$ cat src/rtl/multi_lock_pkg.sv
// Shared constants and FSM encoding for the multi-lock manager and its bench.
package multi_lock_pkg;

  localparam logic [7:0] LOCK_OP   = 8'h04;
  localparam logic [7:0] UNLOCK_OP = 8'h06;

  localparam int OPC_LSB   = 0;
  localparam int ID_LSB    = 8;
  localparam int GRANT_BIT = 0;

  typedef enum logic [1:0] {
    IDLE = 2'd0,
    EXEC = 2'd1,
    RESP = 2'd2
  } state_e;

endpackage

$ cat src/rtl/multi_lock_manager_if.sv
// Request/response AXI-Stream pair between accelerators and the lock manager.
interface multi_lock_manager_if #(
  parameter int MAX_ACCS = 16
);
  localparam int AW = (MAX_ACCS > 1) ? $clog2(MAX_ACCS) : 1;

  // Both channels: a beat transfers on a rising edge where tvalid && tready;
  // once tvalid is high, tdata/tid/tdest stay stable until that edge.
  logic          lock_in_tvalid;
  logic          lock_in_tready;
  logic [AW-1:0] lock_in_tid;
  logic [63:0]   lock_in_tdata;

  logic          lock_out_tvalid;
  logic          lock_out_tready;
  logic [AW-1:0] lock_out_tdest;
  logic [63:0]   lock_out_tdata;
  logic          lock_out_tlast;

  modport master (
    output lock_in_tvalid, lock_in_tid, lock_in_tdata,
    input  lock_in_tready,
    input  lock_out_tvalid, lock_out_tdest, lock_out_tdata, lock_out_tlast,
    output lock_out_tready
  );

  modport slave (
    input  lock_in_tvalid, lock_in_tid, lock_in_tdata,
    output lock_in_tready,
    output lock_out_tvalid, lock_out_tdest, lock_out_tdata, lock_out_tlast,
    input  lock_out_tready
  );

endinterface

$ cat src/rtl/multi_lock_manager_rr_pick.sv
// Round-robin selector: first set mask bit at or after start, wrapping modulo MAX_ACCS.
module rr_pick #(
  parameter  int MAX_ACCS = 16,
  localparam int AW = (MAX_ACCS > 1) ? $clog2(MAX_ACCS) : 1
) (
  input  logic [MAX_ACCS-1:0] mask,
  input  logic [AW-1:0]       start,
  output logic [AW-1:0]       index,
  output logic                found
);

  logic [MAX_ACCS-1:0] rotated;
  logic [AW-1:0]       offset;

  function automatic logic [AW-1:0] wrap_add(input logic [AW-1:0] a, input logic [AW-1:0] b);
    logic [AW:0] s;
    s = {1'b0, a} + {1'b0, b};
    if (s >= (AW+1)'(MAX_ACCS)) s = s - (AW+1)'(MAX_ACCS);
    return s[AW-1:0];
  endfunction

  // Rotate so bit 0 is the start position, priority-encode, then rotate back.
  always_comb begin
    rotated = '0;
    offset  = '0;
    for (int k = 0; k < MAX_ACCS; k++) begin
      rotated[k] = mask[wrap_add(start, AW'(k))];
    end
    for (int k = MAX_ACCS - 1; k >= 0; k--) begin
      if (rotated[k]) offset = AW'(k);
    end
    found = |rotated;
    index = wrap_add(start, offset);
  end

endmodule

$ cat src/rtl/multi_lock_manager.sv
// Serves NUM_LOCKS named locks to MAX_ACCS accelerators, optionally parking
// contended LOCK requests and handing the lock over round-robin on UNLOCK.
module multi_lock_manager
  import multi_lock_pkg::*;
#(
  parameter int MAX_ACCS      = 16,
  parameter int NUM_LOCKS     = 4,
  parameter int QUEUE_WAITERS = 1
) (
  input  logic                 clk,
  input  logic                 rstn,
  multi_lock_manager_if.slave  lock_if,
  output logic [NUM_LOCKS-1:0] lock_busy,
  output logic                 err,
  output state_e               dbg_state
);

  localparam int AW = (MAX_ACCS > 1) ? $clog2(MAX_ACCS) : 1;
  localparam int LW = (NUM_LOCKS > 1) ? $clog2(NUM_LOCKS) : 1;

  state_e              state_q, state_d;
  logic [AW-1:0]       tid_q, tid_d;
  logic [7:0]          opc_q, opc_d;
  logic [7:0]          id_q, id_d;
  logic [AW-1:0]       owner_q  [NUM_LOCKS];
  logic [AW-1:0]       owner_d  [NUM_LOCKS];
  logic [MAX_ACCS-1:0] waiter_q [NUM_LOCKS];
  logic [MAX_ACCS-1:0] waiter_d [NUM_LOCKS];
  logic [NUM_LOCKS-1:0] valid_q, valid_d;
  logic                in_rdy_q, in_rdy_d;
  logic                out_vld_q, out_vld_d;
  logic [AW-1:0]       dest_q, dest_d;
  logic [63:0]         data_q, data_d;
  logic                err_q, err_d;

  logic [LW-1:0]       lock_idx;
  logic                in_range;
  logic [AW-1:0]       sel_owner;
  logic                sel_valid;
  logic [MAX_ACCS-1:0] sel_waiter;
  logic [AW-1:0]       rr_start;
  logic [AW-1:0]       pick_idx;
  logic                pick_found;
  logic                unused_tdata;

  assign unused_tdata = ^lock_if.lock_in_tdata[63:16];

  // Array reads are only acted upon when in_range, so an index past
  // NUM_LOCKS for non-power-of-two sizes is harmless.
  assign lock_idx   = id_q[LW-1:0];
  assign in_range   = int'(id_q) < NUM_LOCKS;
  assign sel_owner  = owner_q[lock_idx];
  assign sel_valid  = valid_q[lock_idx];
  assign sel_waiter = waiter_q[lock_idx];
  assign rr_start   = (sel_owner == AW'(MAX_ACCS - 1)) ? '0 : sel_owner + AW'(1);

  rr_pick #(.MAX_ACCS(MAX_ACCS)) u_rr_pick (
    .mask  (sel_waiter),
    .start (rr_start),
    .index (pick_idx),
    .found (pick_found)
  );

  function automatic logic [63:0] resp_word(input logic [7:0] id, input logic grant);
    logic [63:0] w;
    w = '0;
    w[ID_LSB +: 8] = id;
    w[GRANT_BIT]   = grant;
    return w;
  endfunction

  always_comb begin
    state_d  = state_q;
    tid_d    = tid_q;
    opc_d    = opc_q;
    id_d     = id_q;
    owner_d  = owner_q;
    waiter_d = waiter_q;
    valid_d  = valid_q;
    dest_d   = dest_q;
    data_d   = data_q;
    err_d    = err_q;

    case (state_q)
      IDLE: begin
        if (lock_if.lock_in_tvalid && in_rdy_q) begin
          tid_d   = lock_if.lock_in_tid;
          opc_d   = lock_if.lock_in_tdata[OPC_LSB +: 8];
          id_d    = lock_if.lock_in_tdata[ID_LSB +: 8];
          state_d = EXEC;
        end
      end

      EXEC: begin
        state_d = IDLE;
        if (opc_q == LOCK_OP) begin
          if (!in_range) begin
            err_d   = 1'b1;
            dest_d  = tid_q;
            data_d  = resp_word(id_q, 1'b0);
            state_d = RESP;
          end else if (!sel_valid || sel_owner == tid_q) begin
            valid_d[lock_idx] = 1'b1;
            owner_d[lock_idx] = tid_q;
            dest_d  = tid_q;
            data_d  = resp_word(id_q, 1'b1);
            state_d = RESP;
          end else if (QUEUE_WAITERS != 0) begin
            // Parked: the requester hears back only when the lock is handed over.
            waiter_d[lock_idx][tid_q] = 1'b1;
          end else begin
            dest_d  = tid_q;
            data_d  = resp_word(id_q, 1'b0);
            state_d = RESP;
          end
        end else if (opc_q == UNLOCK_OP) begin
          if (in_range && sel_valid && sel_owner == tid_q) begin
            if (!pick_found) begin
              valid_d[lock_idx] = 1'b0;
            end else begin
              // Direct hand-over: valid stays set, so no one can slip in between.
              owner_d[lock_idx]            = pick_idx;
              waiter_d[lock_idx][pick_idx] = 1'b0;
              dest_d  = pick_idx;
              data_d  = resp_word(id_q, 1'b1);
              state_d = RESP;
            end
          end else begin
            err_d = 1'b1;
          end
        end else begin
          err_d = 1'b1;
        end
      end

      RESP: begin
        if (lock_if.lock_out_tready) state_d = IDLE;
      end

      default: state_d = IDLE;
    endcase

    in_rdy_d  = (state_d == IDLE);
    out_vld_d = (state_d == RESP);
  end

  always_ff @(posedge clk or negedge rstn) begin
    if (!rstn) begin
      state_q   <= IDLE;
      tid_q     <= '0;
      opc_q     <= '0;
      id_q      <= '0;
      valid_q   <= '0;
      in_rdy_q  <= 1'b0;
      out_vld_q <= 1'b0;
      dest_q    <= '0;
      data_q    <= '0;
      err_q     <= 1'b0;
      for (int i = 0; i < NUM_LOCKS; i++) begin
        owner_q[i]  <= '0;
        waiter_q[i] <= '0;
      end
    end else begin
      state_q   <= state_d;
      tid_q     <= tid_d;
      opc_q     <= opc_d;
      id_q      <= id_d;
      valid_q   <= valid_d;
      in_rdy_q  <= in_rdy_d;
      out_vld_q <= out_vld_d;
      dest_q    <= dest_d;
      data_q    <= data_d;
      err_q     <= err_d;
      owner_q   <= owner_d;
      waiter_q  <= waiter_d;
    end
  end

  assign lock_if.lock_in_tready  = in_rdy_q;
  assign lock_if.lock_out_tvalid = out_vld_q;
  assign lock_if.lock_out_tdest  = dest_q;
  assign lock_if.lock_out_tdata  = data_q;
  assign lock_if.lock_out_tlast  = out_vld_q;
  assign lock_busy               = valid_q;
  assign err                     = err_q;
  assign dbg_state               = state_q;

endmodule

$ cat src/flat_wrapper.sv
// flat-port wrapper written by rule: the top's interface ports become plain ports
module multi_lock_manager_flat import multi_lock_pkg::*;
#(
  parameter int MAX_ACCS      = 16,
  parameter int NUM_LOCKS     = 4,
  parameter int QUEUE_WAITERS = 1
)
  (clk, rstn, lock_busy, err, dbg_state, lock_if_lock_in_tvalid, lock_if_lock_in_tid, lock_if_lock_in_tdata, lock_if_lock_in_tready, lock_if_lock_out_tvalid, lock_if_lock_out_tdest, lock_if_lock_out_tdata, lock_if_lock_out_tlast, lock_if_lock_out_tready);
  multi_lock_manager_if #(.MAX_ACCS(MAX_ACCS)) lock_if_i ();
  input  logic clk;
  input  logic rstn;
  output logic [NUM_LOCKS-1:0] lock_busy;
  output logic err;
  output state_e dbg_state;
  input wire logic [$bits(lock_if_i.lock_in_tvalid)-1:0] lock_if_lock_in_tvalid;
  input wire logic [$bits(lock_if_i.lock_in_tid)-1:0] lock_if_lock_in_tid;
  input wire logic [$bits(lock_if_i.lock_in_tdata)-1:0] lock_if_lock_in_tdata;
  output wire logic [$bits(lock_if_i.lock_in_tready)-1:0] lock_if_lock_in_tready;
  output wire logic [$bits(lock_if_i.lock_out_tvalid)-1:0] lock_if_lock_out_tvalid;
  output wire logic [$bits(lock_if_i.lock_out_tdest)-1:0] lock_if_lock_out_tdest;
  output wire logic [$bits(lock_if_i.lock_out_tdata)-1:0] lock_if_lock_out_tdata;
  output wire logic [$bits(lock_if_i.lock_out_tlast)-1:0] lock_if_lock_out_tlast;
  input wire logic [$bits(lock_if_i.lock_out_tready)-1:0] lock_if_lock_out_tready;
  assign lock_if_i.lock_in_tvalid = lock_if_lock_in_tvalid;
  assign lock_if_i.lock_in_tid = lock_if_lock_in_tid;
  assign lock_if_i.lock_in_tdata = lock_if_lock_in_tdata;
  assign lock_if_lock_in_tready = lock_if_i.lock_in_tready;
  assign lock_if_lock_out_tvalid = lock_if_i.lock_out_tvalid;
  assign lock_if_lock_out_tdest = lock_if_i.lock_out_tdest;
  assign lock_if_lock_out_tdata = lock_if_i.lock_out_tdata;
  assign lock_if_lock_out_tlast = lock_if_i.lock_out_tlast;
  assign lock_if_i.lock_out_tready = lock_if_lock_out_tready;
  multi_lock_manager #(.MAX_ACCS(MAX_ACCS), .NUM_LOCKS(NUM_LOCKS), .QUEUE_WAITERS(QUEUE_WAITERS)) u_core (.clk(clk), .rstn(rstn), .lock_if(lock_if_i), .lock_busy(lock_busy), .err(err), .dbg_state(dbg_state));
endmodule
$ cat config.mk
export PLATFORM = sky130hd
export DESIGN_NAME = multi_lock_manager_flat
export DESIGN_NICKNAME = d
export VERILOG_FILES = /design/src/rtl/multi_lock_pkg.sv /design/src/rtl/multi_lock_manager_if.sv /design/src/rtl/multi_lock_manager_rr_pick.sv /design/src/rtl/multi_lock_manager.sv /design/src/flat_wrapper.sv
export SDC_FILE = /design/constraint.sdc
export NUM_CORES = 1
export LEC_CHECK = 0
export ABC_AREA = 1
export CAP_MARGIN = 25
export CELL_PAD_IN_SITES_DETAIL_PLACEMENT = 0
export CELL_PAD_IN_SITES_GLOBAL_PLACEMENT = 2
export CORE_ASPECT_RATIO = 0.75
export CORE_MARGIN = 5
export CORE_UTILIZATION = 30
export DETAILED_ROUTE_END_ITERATION = 6
export GPL_ROUTABILITY_DRIVEN = 0
export PLACE_DENSITY = 0.91
export SLEW_MARGIN = 20
export SYNTH_ARGS = -nofsm -noshare
export SYNTH_HDL_FRONTEND = slang
export SYNTH_SLANG_ARGS = --single-unit
$ cat constraint.sdc
create_clock -name clk -period 5.04 [get_ports clk]
set_input_delay 1.512 -clock clk [delete_from_list [all_inputs] [get_ports clk]]
set_output_delay 1.512 -clock clk [all_outputs]
set_load 0.03 [all_outputs]
==> reports/metrics.cfg <==
[drt]
vias = 8146
drc = 0
ant_nets = 0
routedWlPerCell_um = 15.7
routed_wl_mm = 26.9
firstDrtPassIters = 5
drt-initial-drc-count = 751
vias_per_cell = 4.75

[cells_and_area]
final_nets = 1387
synthToLayoutAreaGrowth_pct = 15.5
fillCellCount = 3136
diodes = 0
final_area_mm2 = 0.0102
drive_above_1_share_pct = 11.1
finalNonFillerCells = 1714

[grt]
antenna_found_initial = 0
grt-ovfl-total = 0
grt_usage_pct = 16.0
grt_start_max_net_pins = 63
grt_pass1_vias = 7641
grt_pass1_wl_mm = 42.7

[setup_path]
end_kind = flop
cp_slowest_stage_delay_ns = 0.59
cp.arrival_ns = 4.99
cp_num_buf_inv = 6
critical_path_class = flop to flop
critPathMaxFanout = 16
required_ns = 5.38
cp_slowest_cell = fa_2
startpoint_type = flop
crit_top_cell = nand2_1
critical-path-top-delay-family = simple AND/OR/NAND/NOR gates

[floorplanning]
die_area_mm2 = 0.0332
io_pins = 150
start_util_pct = 30.5
fp.coreArea_mm2 = 0.0291
rows = 54
die_y_um = 159
fp.dieW_um = 209

[sta]
min_period_ns = 4.65
post-route-period-util_pct = 92.3
tightest_slew_ns = 0.860
timing.fmax_mhz = 215
setup_viol = 0
slew_violations = 0
hold_violations = 0
relSlewSlack_pct = 42.6
finClkSkew_ns = 0.00703

[clock_network]
clk_pin_slew_ns = 0.06
cts-htree-levels = 4
numCtsBuffers = 17
clockBufferDepth = 2
cts_root_buf = clkbuf_16
cts_hold_buffers = 0
clock-sinks = 122
clk_latency_ns = 0.44
cts_tree = done

[synth]
yosys.cell_types.count = 49
seq_area_frac_synth_pct = 34.4
synthTopCellsByArea = dfrtp_1 (34%), nand2_1 (16%), inv_1 (8.1%)
synth_edf_count = 0
yosys_register_bits = 122
yosysMostFrequentCell = nand2_1
synthTopCellsByCount = nand2_1 (373), inv_1 (192), dfrtp_1 (122)
synthCells = 1262
synth_top_area_share_pct = 34.4
async_reset_ff_share_pct = 100
ys_warn_count = 0
synth.avg_cell_area_um2 = 7.03
syn-cell-area_mm2 = 0.00887
synth-main-ff-cell = dfrtp_1
yosys.area.top_type = dfrtp_1

[pwr]
comb_power_share_pct = 19.8
p_leak_nw = 5.40
power_density_mw_per_mm2 = 284
vdd_drop_max_mv = 0.247
p_clk_share_pct = 43.7
p_sw_mw = 0.993
internal_power_mw = 1.91
swShare_pct = 34.2
power_frac_seq_pct = 36.5

[hold_path]
hold_path_class = flop to flop

[placed_design]
dp.cells = 1680
io_buffers = 46
placed_cell_area_mm2 = 0.00957
dp_hpwl_mm = 19.0

[run_status]
outcome = completed

[flow_run]
cap_viol_max_count = 0

area by class of cell:
| cell class | count | area, um^2 | area share [%] |
|---|---|---|---|
| flip-flops and latches | 122 | 3050 | 29.8 |
| repair buffers | 76 | 773 | 7.54 |
| clock inverters | 14 | 160 | 1.56 |
| clock buffers | 18 | 439 | 4.28 |
| well taps | 392 | 490 | 4.79 |
| inverters | 211 | 797 | 7.78 |
| multi-input cells | 881 | 4540 | 44.3 |
placed cells by master, fill, tap and decap left out, drive strengths merged:
master and n:
nand2 391, inv 216, dfrtp 122, nand3 103, nand4 79, o21ai 78, nor2 67, conb 55
clkdlybuf4s50 45, buf 30, o21bai 20, clkbuf 19, o22ai 18, a21oi 13, xor2 11, o31ai 7
mux2i 7, a22oi 6, clkinv 6, nor3 5, ha 5, nor4 4, nand3b 2, xnor2 2
bufinv 2, or4 1, a221oi 1, a31oi 1, a311oi 1, or2 1, a2111oi 1, a21o 1
fa 1, clkinvlp 1
metrics by stage:
step / hold slack (ns) / power (mW) / utilization (%) / setup WS, ns / setup TNS [ns]
2_1_floorplan: 0.449 / 1.46 / - / 0.411 / 0
3_3_place_gp: 0.461 / 1.63 / 32.9 / 0.208 / 0
4_1_cts: 0.478 / 2.90 / 34.9 / 0.171 / 0
6_report: 0.473 / 2.91 / 35.2 / 0.386 / 0
5_1_grt: 0.509 / 3.02 / 35.2 / -0.0184 / -0.0371
3_5_place_dp: 0.465 / 1.63 / 32.9 / 0.201 / 0
worst reg2reg max path, delay by kind of cell (launching register included):
family | cells | cell delay (ns)
flip-flops | 1 | 0.47
adder cells (fa/ha/maj) | 3 | 1.13
buffers and inverters | 6 | 0.86
AND/OR/NAND/NOR | 26 | 2.04
AO/OA/AOI/OAI | 1 | 0.07
path summary, 6_finish.rpt:
kind                                                         startpoint                                      endpoint  slack [ns]  depth (start not counted)
max                                          u_core.id_q[0]$_DFFE_PN0P_               u_core.waiter_q[50]$_DFFE_PN0P_        0.39                         36
min                        u_core.lock_if.lock_out_tdest[0]$_DFFE_PN0P_  u_core.lock_if.lock_out_tdest[0]$_DFFE_PN0P_        0.47                          2
max reg2reg                                  u_core.id_q[0]$_DFFE_PN0P_               u_core.waiter_q[50]$_DFFE_PN0P_        0.39                         36
min reg2reg                u_core.lock_if.lock_out_tdest[0]$_DFFE_PN0P_  u_core.lock_if.lock_out_tdest[0]$_DFFE_PN0P_        0.47                          2
max in group asynchronous                                          rstn                    u_core.id_q[0]$_DFFE_PN0P_        2.90                          2
min in group asynchronous                                          rstn               u_core.waiter_q[37]$_DFFE_PN0P_        1.16                          1
sequential cells by signal (all words and copies together), names as in the netlist, named ones only:
signal                         count
u_core.err                         1
u_core.dbg_state                   2
u_core.lock_if.lock_in_tready      1
u_core.id_q                        8
u_core.lock_if.lock_out_tdest      4
u_core.waiter_q                   64
u_core.tid_q                       4
u_core.opc_q                       8
u_core.lock_if.lock_out_tdata      9
u_core.lock_if.lock_out_tlast      1
u_core.owner_q                    16
cells by family after synthesis:
| kind of cell | Yosys count | share of synthesized area, % |
|---|---|---|
| AO/OA/AOI/OAI | 147 | 9.69 |
| XOR/XNOR | 13 | 1.62 |
| adder cells (fa/ha/maj) | 6 | 0.931 |
| buffers and inverters | 313 | 17.4 |
| flip-flops | 122 | 34.4 |
| multiplexers | 7 | 0.790 |
| other | 1 | 0.0423 |
| AND/OR/NAND/NOR | 653 | 35.1 |
per-layer routing:
layer  part of all wire [%]  global-route usage [%]
met5                      0                       0
met4                    1.4                    4.27
met2                     41                    22.0
met3                    7.1                    3.78
met1                     51                    24.9
repair_timing:
item,in CTS,in global routing
setup buffers,0,2
gates resized for setup,0,18
setup endpoints to repair,0,79
power by group through the flow:
stage          sequential (mW)  clock [mW]  combinational (mW)
4_1_cts                   1.06        1.29               0.554
6_report                  1.06        1.27               0.574
3_3_place_gp              1.08           0               0.551
5_1_grt                   1.07        1.34               0.616
2_1_floorplan             1.07           0               0.389
3_5_place_dp              1.08           0               0.553
Power figures use the tool's default switching activity.
